===== config.mk =====
export PLATFORM = sky130hd
export DESIGN_NAME = pipe_scoreboard
export DESIGN_NICKNAME = d
export VERILOG_FILES = /design/src/rtl/pipe_scoreboard_pkg.sv /design/src/rtl/sb_operand_check.sv /design/src/rtl/pipe_scoreboard.sv
export SDC_FILE = /design/constraint.sdc
export NUM_CORES = 1
export LEC_CHECK = 0
export CORE_UTILIZATION = 50
export CTS_CLUSTER_SIZE = 28
export DETAILED_ROUTE_END_ITERATION = 6
export HOLD_SLACK_MARGIN = 0.02
export PLACE_DENSITY = 0.82
export SLEW_MARGIN = 40
export SYNTH_ARGS = -nofsm -noshare
export SYNTH_HDL_FRONTEND = slang
export SYNTH_SLANG_ARGS = --single-unit

===== constraint.sdc =====
create_clock -name Clk -period 4 [get_ports Clk]
set_input_delay 1.2 -clock Clk [delete_from_list [all_inputs] [get_ports Clk]]
set_output_delay 1.2 -clock Clk [all_outputs]
set_load 0.005 [all_outputs]

===== src/rtl/pipe_scoreboard_pkg.sv =====
// Shared constants and helpers for the pipeline hazard scoreboard.
// Stage indices count from the first stage after ID (EX=1) to write-back.
package pipe_scoreboard_pkg;

    localparam int FWD_RF             = 0;  // forward select meaning "use the register file"
    localparam int REG_ZERO           = 0;  // hard-wired zero register, never a real dependency
    localparam int STG_EX             = 1;
    localparam int STG_MEM            = 2;
    localparam int STG_WB             = 3;
    localparam int DEFAULT_NUM_STAGES = STG_WB;

    // A writer's result can appear no earlier than EX and no later than the last tracked stage.
    function automatic int clamp_lat(input int lat, input int num_stages);
        if (lat < 1) begin
            return 1;
        end
        if (lat > num_stages) begin
            return num_stages;
        end
        return lat;
    endfunction

endpackage


===== src/rtl/sb_operand_check.sv =====
// Priority match of one source operand against the in-flight writer entries.
// Produces the bypass stage to read from, or a hazard if the youngest producer is not ready.
module sb_operand_check
    import pipe_scoreboard_pkg::*;
#(
    parameter int NUM_STAGES = DEFAULT_NUM_STAGES,
    parameter int REG_AW     = 5,
    parameter int SW         = $clog2(NUM_STAGES + 1)
) (
    input  logic                             uses,
    input  logic [REG_AW-1:0]                src,
    input  logic [NUM_STAGES:1]              ent_valid,
    input  logic [NUM_STAGES:1][REG_AW-1:0]  ent_rd,
    input  logic [NUM_STAGES:1][SW-1:0]      ent_cnt,
    output logic [SW-1:0]                    fwd_sel,
    output logic                             hazard
);

    // Scan from the oldest stage down so the youngest (lowest k) match is the last one written.
    // A pending match still reports its stage; the hazard flag tells ID not to consume it.
    always_comb begin
        fwd_sel = SW'(FWD_RF);
        hazard  = 1'b0;
        if (uses && (src != REG_AW'(REG_ZERO))) begin
            for (int k = NUM_STAGES; k >= 1; k--) begin
                if (ent_valid[k] && (ent_rd[k] == src)) begin
                    fwd_sel = SW'(k);
                    hazard  = (ent_cnt[k] != '0);
                end
            end
        end
    end

endmodule


===== src/rtl/pipe_scoreboard.sv =====
// Hazard scoreboard: a shift register of in-flight GPR writers, each with its own result countdown,
// checked against both ID source operands to produce bypass selects, a stall and a stall counter.
module pipe_scoreboard
    import pipe_scoreboard_pkg::*;
#(
    parameter  int NUM_STAGES = DEFAULT_NUM_STAGES,
    parameter  int REG_AW     = 5,
    parameter  int CNT_W      = 32,
    localparam int SW         = $clog2(NUM_STAGES + 1)
) (
    input  logic              Clk,
    input  logic              Rst,
    input  logic              Issue_Valid,
    input  logic [REG_AW-1:0] Issue_Rs,
    input  logic [REG_AW-1:0] Issue_Rt,
    input  logic              Issue_UsesRs,
    input  logic              Issue_UsesRt,
    input  logic              Issue_RegWrite,
    input  logic [REG_AW-1:0] Issue_Rd,
    input  logic [SW-1:0]     Issue_Lat,
    input  logic              Flush,
    output logic              Stall,
    output logic [SW-1:0]     FwdSelRs,
    output logic [SW-1:0]     FwdSelRt,
    output logic [CNT_W-1:0]  StallCount
);

    // Issue handshake: ID offers an instruction with Issue_Valid; it is accepted on a rising
    // clock edge where Stall=0 and Flush=0, otherwise a bubble enters stage 1 that cycle.

    logic [NUM_STAGES:1]             valid_q, valid_d;
    logic [NUM_STAGES:1][REG_AW-1:0] rd_q, rd_d;
    logic [NUM_STAGES:1][SW-1:0]     cnt_q, cnt_d;
    logic [CNT_W-1:0]                stall_count_q, stall_count_d;

    logic        hazard_rs;
    logic        hazard_rt;
    logic        insert;
    logic [SW-1:0] ins_cnt;

    sb_operand_check #(
        .NUM_STAGES (NUM_STAGES),
        .REG_AW     (REG_AW),
        .SW         (SW)
    ) u_check_rs (
        .uses      (Issue_UsesRs),
        .src       (Issue_Rs),
        .ent_valid (valid_q),
        .ent_rd    (rd_q),
        .ent_cnt   (cnt_q),
        .fwd_sel   (FwdSelRs),
        .hazard    (hazard_rs)
    );

    sb_operand_check #(
        .NUM_STAGES (NUM_STAGES),
        .REG_AW     (REG_AW),
        .SW         (SW)
    ) u_check_rt (
        .uses      (Issue_UsesRt),
        .src       (Issue_Rt),
        .ent_valid (valid_q),
        .ent_rd    (rd_q),
        .ent_cnt   (cnt_q),
        .fwd_sel   (FwdSelRt),
        .hazard    (hazard_rt)
    );

    assign Stall      = Issue_Valid && !Flush && (hazard_rs || hazard_rt);
    assign StallCount = stall_count_q;

    always_comb begin
        insert  = Issue_Valid && Issue_RegWrite && (Issue_Rd != REG_AW'(REG_ZERO)) && !Stall && !Flush;
        ins_cnt = SW'(clamp_lat(int'(Issue_Lat), NUM_STAGES) - 1);

        valid_d = '0;
        rd_d    = '0;
        cnt_d   = '0;

        if (insert) begin
            valid_d[STG_EX] = 1'b1;
            rd_d[STG_EX]    = Issue_Rd;
            cnt_d[STG_EX]   = ins_cnt;
        end

        // Entries age one stage per cycle; the last stage falls off into the register file.
        for (int k = STG_EX + 1; k <= NUM_STAGES; k++) begin
            valid_d[k] = valid_q[k-1];
            rd_d[k]    = rd_q[k-1];
            cnt_d[k]   = (cnt_q[k-1] != '0) ? (cnt_q[k-1] - SW'(1)) : '0;
        end

        stall_count_d = stall_count_q;
        if (Stall && (stall_count_q != '1)) begin
            stall_count_d = stall_count_q + CNT_W'(1);
        end
    end

    always_ff @(posedge Clk or negedge Rst) begin
        if (!Rst) begin
            valid_q       <= '0;
            rd_q          <= '0;
            cnt_q         <= '0;
            stall_count_q <= '0;
        end else begin
            valid_q       <= valid_d;
            rd_q          <= rd_d;
            cnt_q         <= cnt_d;
            stall_count_q <= stall_count_d;
        end
    end

endmodule


* Word level (Yosys, flattened, before mapping) *
Cells that the tools add are included.
Widths: inputs -> output; s select.

storage, ports and cells
  flip-flop bits (word level) = 56
  input bits = 24

cells by class
  add/sub/neg operators = 4
  $lt $le $gt $ge = 1
  equal/unequal tests = 7
  muxes and demuxes = 24
  reductions and logical operators = 24

operator list
  operator               number
  $add 32x1->32 const B  1
  $ne 32x32->1 const B   1
  $eq 5x5->1             6
  $mux 2                 12
  $logic_and 1x1->1      15
  $reduce_bool 5->1      3
  $mux 1                 11
  $reduce_bool 2->1      3
  $mux 5                 1
  $sub 2x1->2 const B    2
  $logic_not 1->1        2
  $lt 2x1->1 const B     1
  $sub 2x2->2 const B    1
  $logic_or 1x1->1       1

* Longest topological paths before layout *
Gate-level depths: netlist of the first run.

  depth in word-level cells = 12
  depth in mapped cells = 9
  depth with buffers taken out = 8

* By module *
A second synthesis of the first run with hierarchy kept.

unflattened totals
  cells, all modules = 248
  area total of the unflattened synthesis = 2816.5 sq um

modules (own cells, without submodules)
  module            times used  cells an instance  area an instance (sq um)
  pipe_scoreboard   1           176                2255.9
  sb_operand_check  2           36                 280.3

* Worst setup path after synthesis of the first run *
Ideal clock, no wire load.

  path type = input to output
  start = input Issue_Rs[1]
  end = output Stall
  data arrival time = 2521 ps
  setup slack = 279 ps
  stages on the path = 7
  path buffers = 1
  cells stage by stage = or4_1 > o21ai_2 > nand2b_1 > a21oi_1 > a32oi_2 > buf_4 > inv_1

on the way
  longest elaborated chain between the ends = 8
  elaborated cells on any way between the ends = 14

RTL lines
  item                 line                    text
  start, declared      pipe_scoreboard.sv:14   input logic [REG_AW-1:0] Issue_Rs,
  $eq 5x5->1           sb_operand_check.sv:26  if (ent_valid[k] && (ent_rd[k] == src)) begin
  $logic_and 1x1->1    sb_operand_check.sv:26
  $mux 1 (3 in a row)  sb_operand_check.sv:26
  $mux 1 *             sb_operand_check.sv:24  if (uses && (src != REG_AW'(REG_ZERO))) begin
  $logic_or 1x1->1 *   pipe_scoreboard.sv:69   assign Stall = Issue_Valid && !Flush && (hazard_rs || hazard_rt);
  $logic_and 1x1->1 *  pipe_scoreboard.sv:69
  end, declared        pipe_scoreboard.sv:22   output logic Stall,

Every way passes the cells marked *; elsewhere a longest branch is shown, timed or not.

* Worst setup path in the final report of the first run *
  start = input Issue_Rs[2]
  end = output Stall

Same word-level chain as after synthesis.

==> flow_summary.toml, run 1 <==
[layout]
area_growth_pct = 37.0
fin_cells = 433
fin_area_um2 = 3890
nets = 386
diodes = 0
drive_gt1_frac = 0.219

[setup_path]
worst-path-buf-inv = 3
crit_required_ns = 2.80
worstPathCellList = "clkdlybuf4s15_2 -> or4_4 -> o21ai_4 -> nand2b_1 -> a21oi_1 -> a32oi_2 -> inv_1 -> clkbuf_2"
critPathMaxFanout = 4
crit_family = "simple AND/OR/NAND/NOR gates"
crit_arrival_ns = 2.72
max_stage_delay_ns = 0.53
critPathKind = "in2out"
critPathSlowestCell = "or4_4"
start_kind = "input port"
end_kind = "output pin"

[synth]
yosys.area.top_type = "dfrtp_1"
async_flop_share = 1.00
yosys_warnings = 0
ys.flop_type = "dfrtp_1"
syn-num-nets = 288
avgSynthCellArea_um2 = 10.8
syn_area_um2 = 2840
synthTopCellsByArea = "dfrtp_1 49%, xor2_1 12%, xnor2_1 7.1%, nand3_1 3.3%, nor3_1 3.0%"
ys_seq_area_frac = 0.493
ys_types = 39
yosys-top-cells-count = "56 x dfrtp_1, 38 x xor2_1, 23 x xnor2_1"
netlist.area_leader.share = 0.493
ys_ff_latch = 56
syn-instance-count = 263
synth-edff-count = 0
synth.most_common_cell = "dfrtp_1"

[place]
dp_slack_ns = -0.647
placed_cells = 417
io_buffers = 60
place_hpwl_um = 4820
place.gp.congestion = 0.846
dpl_cell_area_um2 = 3710

[die]
ios = 61
die_h_um = 77.4
core-area_um2 = 5510
die-area_um2 = 5990
fp-row-count = 27
die_w_um = 77.4
start_util = 0.516

[cts]
cts_buffers = 5
clk_path_buf_depth = 2
cts_root_buffer = "clkbuf_8"
clkSinkCount = 56
clk_pin_slew_worst_paths_ns = 0.10
cts_tree = "yes"
ctsHoldBuffers = 0
htreeDepth = 2
insertion_delay_ns = 0.30

[drt]
drc = 0
drt-total-wl_um = 6670
num_vias = 2333
firstDrtPassIters = 4
antenna_left = 0
wl_met1_um = 3050
wl_per_cell_um = 15.4
drt_iter0_markers = 131
route.top_layer_used = "met4"
vias_per_cell = 5.39
route.met3.wl_um = 376
met2WireLength_um = 3160

[timing]
clock_skew_ns = 0.0106
hold_viol_final = 0
setup_tns_ns = 0
grt_setup_unrepaired = "yes"
relSlewSlack = 0.487
tightest_slew_ns = 0.768
finalSetupViolCount = 0
finalWorstSetupSlack_ns = 0.0826
slew_viol_final = 0
period_share = 0.979
max_freq_mhz = 255
fin_crit_ns = 3.92

[pwr]
ir_drop_mv = 0.227
p_total_mw = 1.10
leakage_nw = 1.82
p_per_area_nw_per_um2 = 283

[flow_run]
drv_cap = 0

[global_route]
grt_pass1_wl_um = 11100
grt_pass1_vias = 2236
grt_max_degree = 37
antenna_found_initial = 0
grt_usage = 0.238
grt_overflow_total = 0

[run_status]
status = "finished clean"

[hold_path]
hp-class = "reg2reg"
area by class of cell:
class                           count  area, µm²
Clock buffer                        5       68.8
Multi-Input combinational cell    198       1440
Clock inverter                      2       60.1
Fill cell                         383       1610
Sequential cell                    56       1400
Inverter                            3       11.3
Timing Repair Buffer               97        826
Tap cell                           72       90.1
logic make-up after synthesis:
kind of cell,share of synthesized area
AND/OR/NAND/NOR,0.253
XOR/XNOR,0.188
flip-flops,0.493
AO/OA/AOI/OAI,0.0427
buffers and inverters,0.0154
multiplexers,0.00396
adder cells (fa/ha/maj),0.00440
routing by layer:
layer  vias up  GRT usage
met3         8     0.0471
met4         0     0.0566
met1      1131      0.341
met5         -          0
li1       1116          -
met2        78      0.371
flip-flops by register name (all words and copies together), names as in the netlist:
name and cells:
StallCount 32, cnt_q 6, rd_d 10, rd_q 5, valid_q 3
repair_timing:
item                                   CTS  global route
pin swaps                                9             8
setup buffers                            6             3
setup endpoints to repair                5             3
resized for setup                       40            14
endpoints found under the hold margin    0             0
report_power, final:
part / internal, mW / switching [mW] / total [mW]
clock: 0.247 / 0.177 / 0.424
sequential: 0.572 / 0.00740 / 0.579
combinational: 0.0517 / 0.0461 / 0.0979
path summary, 6_finish.rpt:
kind | startpoint | to | slack [ns] | cells past startpoint
min reg2reg | valid_q[1]$_DFF_PN0_ | valid_q[2]$_DFF_PN0_ | 0.44 | 0
max | Issue_Rs[2] | Stall | 0.08 | 8
max in group asynchronous | Rst | StallCount[14]$_DFFE_PN0P_ | 2.50 | 2
max reg2reg | StallCount[13]$_DFFE_PN0P_ | StallCount[1]$_DFFE_PN0P_ | 1.25 | 6
min in group asynchronous | Rst | StallCount[26]$_DFFE_PN0P_ | 0.84 | 1
min | valid_q[1]$_DFF_PN0_ | valid_q[2]$_DFF_PN0_ | 0.44 | 0
cells in the final DEF, fill, tap and decap left out, types with 2 or more instances in the layout:
cell,n
nor4_2,6
and3_1,6
xor2_1,38
clkdlybuf4s15_2,2
inv_1,3
buf_2,5
nor3_2,3
clkbuf_8,5
nor3_1,15
nand2_1,15
xnor2_1,23
and4_1,3
dfrtp_1,56
nand4_1,9
buf_4,38
or4_4,2
a31oi_1,2
bufinv_16,2
a21oi_1,2
o21a_1,2
and2_1,8
or4_1,2
clkdlybuf4s50_1,44
nor2b_1,3
clkbuf_2,5
nand3_1,19
dlygate4sd2_1,2
a311o_1,2
nor4b_2,4
nor2_2,3
nor2_1,16
stage by stage:
stage	utilization	hold slack (ns)
3_3_place_gp	0.673	0.409
4_1_cts	0.704	0.447
5_1_grt	0.707	0.464
3_5_place_dp	0.673	0.415
2_1_floorplan	-	0.386
6_report	0.707	0.441
Note: power is estimated with default switching activity, not from simulation.
==> inputs of run 2 (changes only) <==
--- a/config.mk
+++ b/config.mk
@@ -6,6 +6,7 @@
 export NUM_CORES = 1
 export LEC_CHECK = 0
 export CORE_UTILIZATION = 50
+export CTS_BUF_LIST = sky130_fd_sc_hd__clkbuf_16
 export CTS_CLUSTER_SIZE = 28
 export DETAILED_ROUTE_END_ITERATION = 6
 export HOLD_SLACK_MARGIN = 0.02
==> flow_summary.toml, run 2 (synthesized netlist as in run 1, its figures left out) <==
[run_status]
status = "complete, but fails checks"
violations = "negative setup slack"

[timing]
tightest_slew_ns = 0.756
grt_setup_unrepaired = "yes"
clock_skew_ns = 0.00722
relSlewSlack = 0.496
slew_viol_final = 0
fin_crit_ns = 4.10
hold_viol_final = 0
period_share = 1.03
setup_tns_ns = -0.222
finalWorstSetupSlack_ns = -0.102
finalSetupViolCount = 3
max_freq_mhz = 244

[layout]
final_common_cell = "dfrtp_1"
largest_reg_flops = 32
area_growth_pct = 39.9
diodes = 0
drive_gt1_frac = 0.199
most-common-layout-cells = "56 x dfrtp_1, 44 x clkdlybuf4s50_1, 37 x xor2_1"
layout.area.seq_um2 = 1400
nets = 382
fin_cells = 429
fin_area_um2 = 3980
multi_input_area_um2 = 1460
fillerInstances = 371

[setup_path]
crit_arrival_ns = 2.90
critPathMaxFanout = 4
cp_common_cell = "dlygate4sd2_1"
end_kind = "output pin"
max_stage_delay_ns = 0.53
worstPathCellList = "dlygate4sd2_1 -> or4_4 -> o21ai_2 -> nand2b_1 -> a21oi_1 -> a32oi_2 -> inv_1 -> dlygate4sd2_1"
start_kind = "input port"
critPathSlowestCell = "or4_4"
critPathKind = "in2out"
crit_required_ns = 2.80

[cts]
clk_pin_slew_worst_paths_ns = 0.07
clkSinkCount = 56
cts_buffers = 5
insertion_delay_ns = 0.29
clk_path_buf_depth = 2
cts_root_buffer = "clkbuf_16"
ctsHoldBuffers = 0
htreeDepth = 2
cts_tree = "yes"

[drt]
num_vias = 2335
antenna_left = 0
drt-total-wl_um = 6560
drt_iter0_markers = 185
firstDrtPassIters = 5
wl_per_cell_um = 15.3
drc = 0
vias_per_cell = 5.44

[place]
io_buffers = 60
dp_slack_ns = -0.647
placed_cells = 417
dpl_cell_area_um2 = 3710
place.gp.congestion = 0.846
place_hpwl_um = 4820

[flow_run]
drv_cap = 0

[pwr]
ir_drop_mv = 0.222
leakage_nw = 1.87
p_total_mw = 1.23
p_per_area_nw_per_um2 = 308

[global_route]
grt_max_degree = 37
grt_overflow_total = 0
antenna_found_initial = 0
grt_pass1_wl_um = 10900
grt_usage = 0.236
grt_pass1_vias = 2216

[die]
die_h_um = 77.4
ios = 61
fp-row-count = 27
die_w_um = 77.4
die-area_um2 = 5990
start_util = 0.516
core-area_um2 = 5510

[hold_path]
hp-class = "reg2reg"
[run 2: cell count changes in the layout (fill, tap and decap cells not counted), moves of 4 or more]
cell | before | now
clkbuf_8 | 5 | 0
buf_4 | 38 | 34
dlygate4sd2_1 | 2 | 6
clkbuf_16 | 0 | 5
buf_2 | 5 | 0
[run 2: through the flow]
stage	util	hold WS, ns
after CTS	0.717	0.433
final	0.723	0.432
after floorplan	-	0.386
after global placement	0.673	0.409
after detailed placement	0.673	0.415
after global routing	0.723	0.465
[run 2: cell type report]
type | count | area share
Clock buffer | 5 | 0.0314
Clock inverter | 2 | 0.0151
Inverter | 3 | 0.00283
Multi-Input combinational cell | 198 | 0.368
Sequential cell | 56 | 0.352
Tap cell | 72 | 0.0226
Timing Repair Buffer | 93 | 0.208
[run 2: routing by layer]
layer  routed length (µm)  part of all wire  global-route usage
met4                  117             0.018              0.0585
met5                    0                 0                   0
met3                  357             0.054              0.0412
met1                 2930              0.45               0.326
met2                 3160              0.48               0.386
[run 2: where the power goes]
part	total, mW	internal, mW	switching, mW
Clock	0.547	0.355	0.192
Sequential	0.580	0.572	0.00757
Combinational	0.100	0.0536	0.0467
[run 2: worst max-delay path, delay by kind of cell]
kind                   cells  cell delay [ns]
AO/OA/AOI/OAI              3             0.45
buffers and inverters      3             0.60
AND/OR/NAND/NOR            2             0.65
[run 2: path summary, 6_finish.rpt]
path                                               to  cells after the start  slack, ns                        from
min reg2reg                      valid_q[2]$_DFF_PN0_                      0       0.43        valid_q[1]$_DFF_PN0_
max in group asynchronous  StallCount[14]$_DFFE_PN0P_                      2       2.49                         Rst
min                              valid_q[2]$_DFF_PN0_                      0       0.43        valid_q[1]$_DFF_PN0_
min in group asynchronous  StallCount[26]$_DFFE_PN0P_                      1       0.86                         Rst
max                                             Stall                      8      -0.10                 Issue_Rs[2]
max reg2reg                 StallCount[1]$_DFFE_PN0P_                      6       1.26  StallCount[13]$_DFFE_PN0P_
[run 2: what timing repair did]
| action | 4_1_cts | 5_1_grt |
|---|---|---|
| buffers inserted | 3 | 2 |
| hold endpoints to repair | 0 | 0 |
| setup endpoints to repair | 5 | 4 |
| resized for setup | 28 | 12 |
| pin swaps | 6 | 7 |
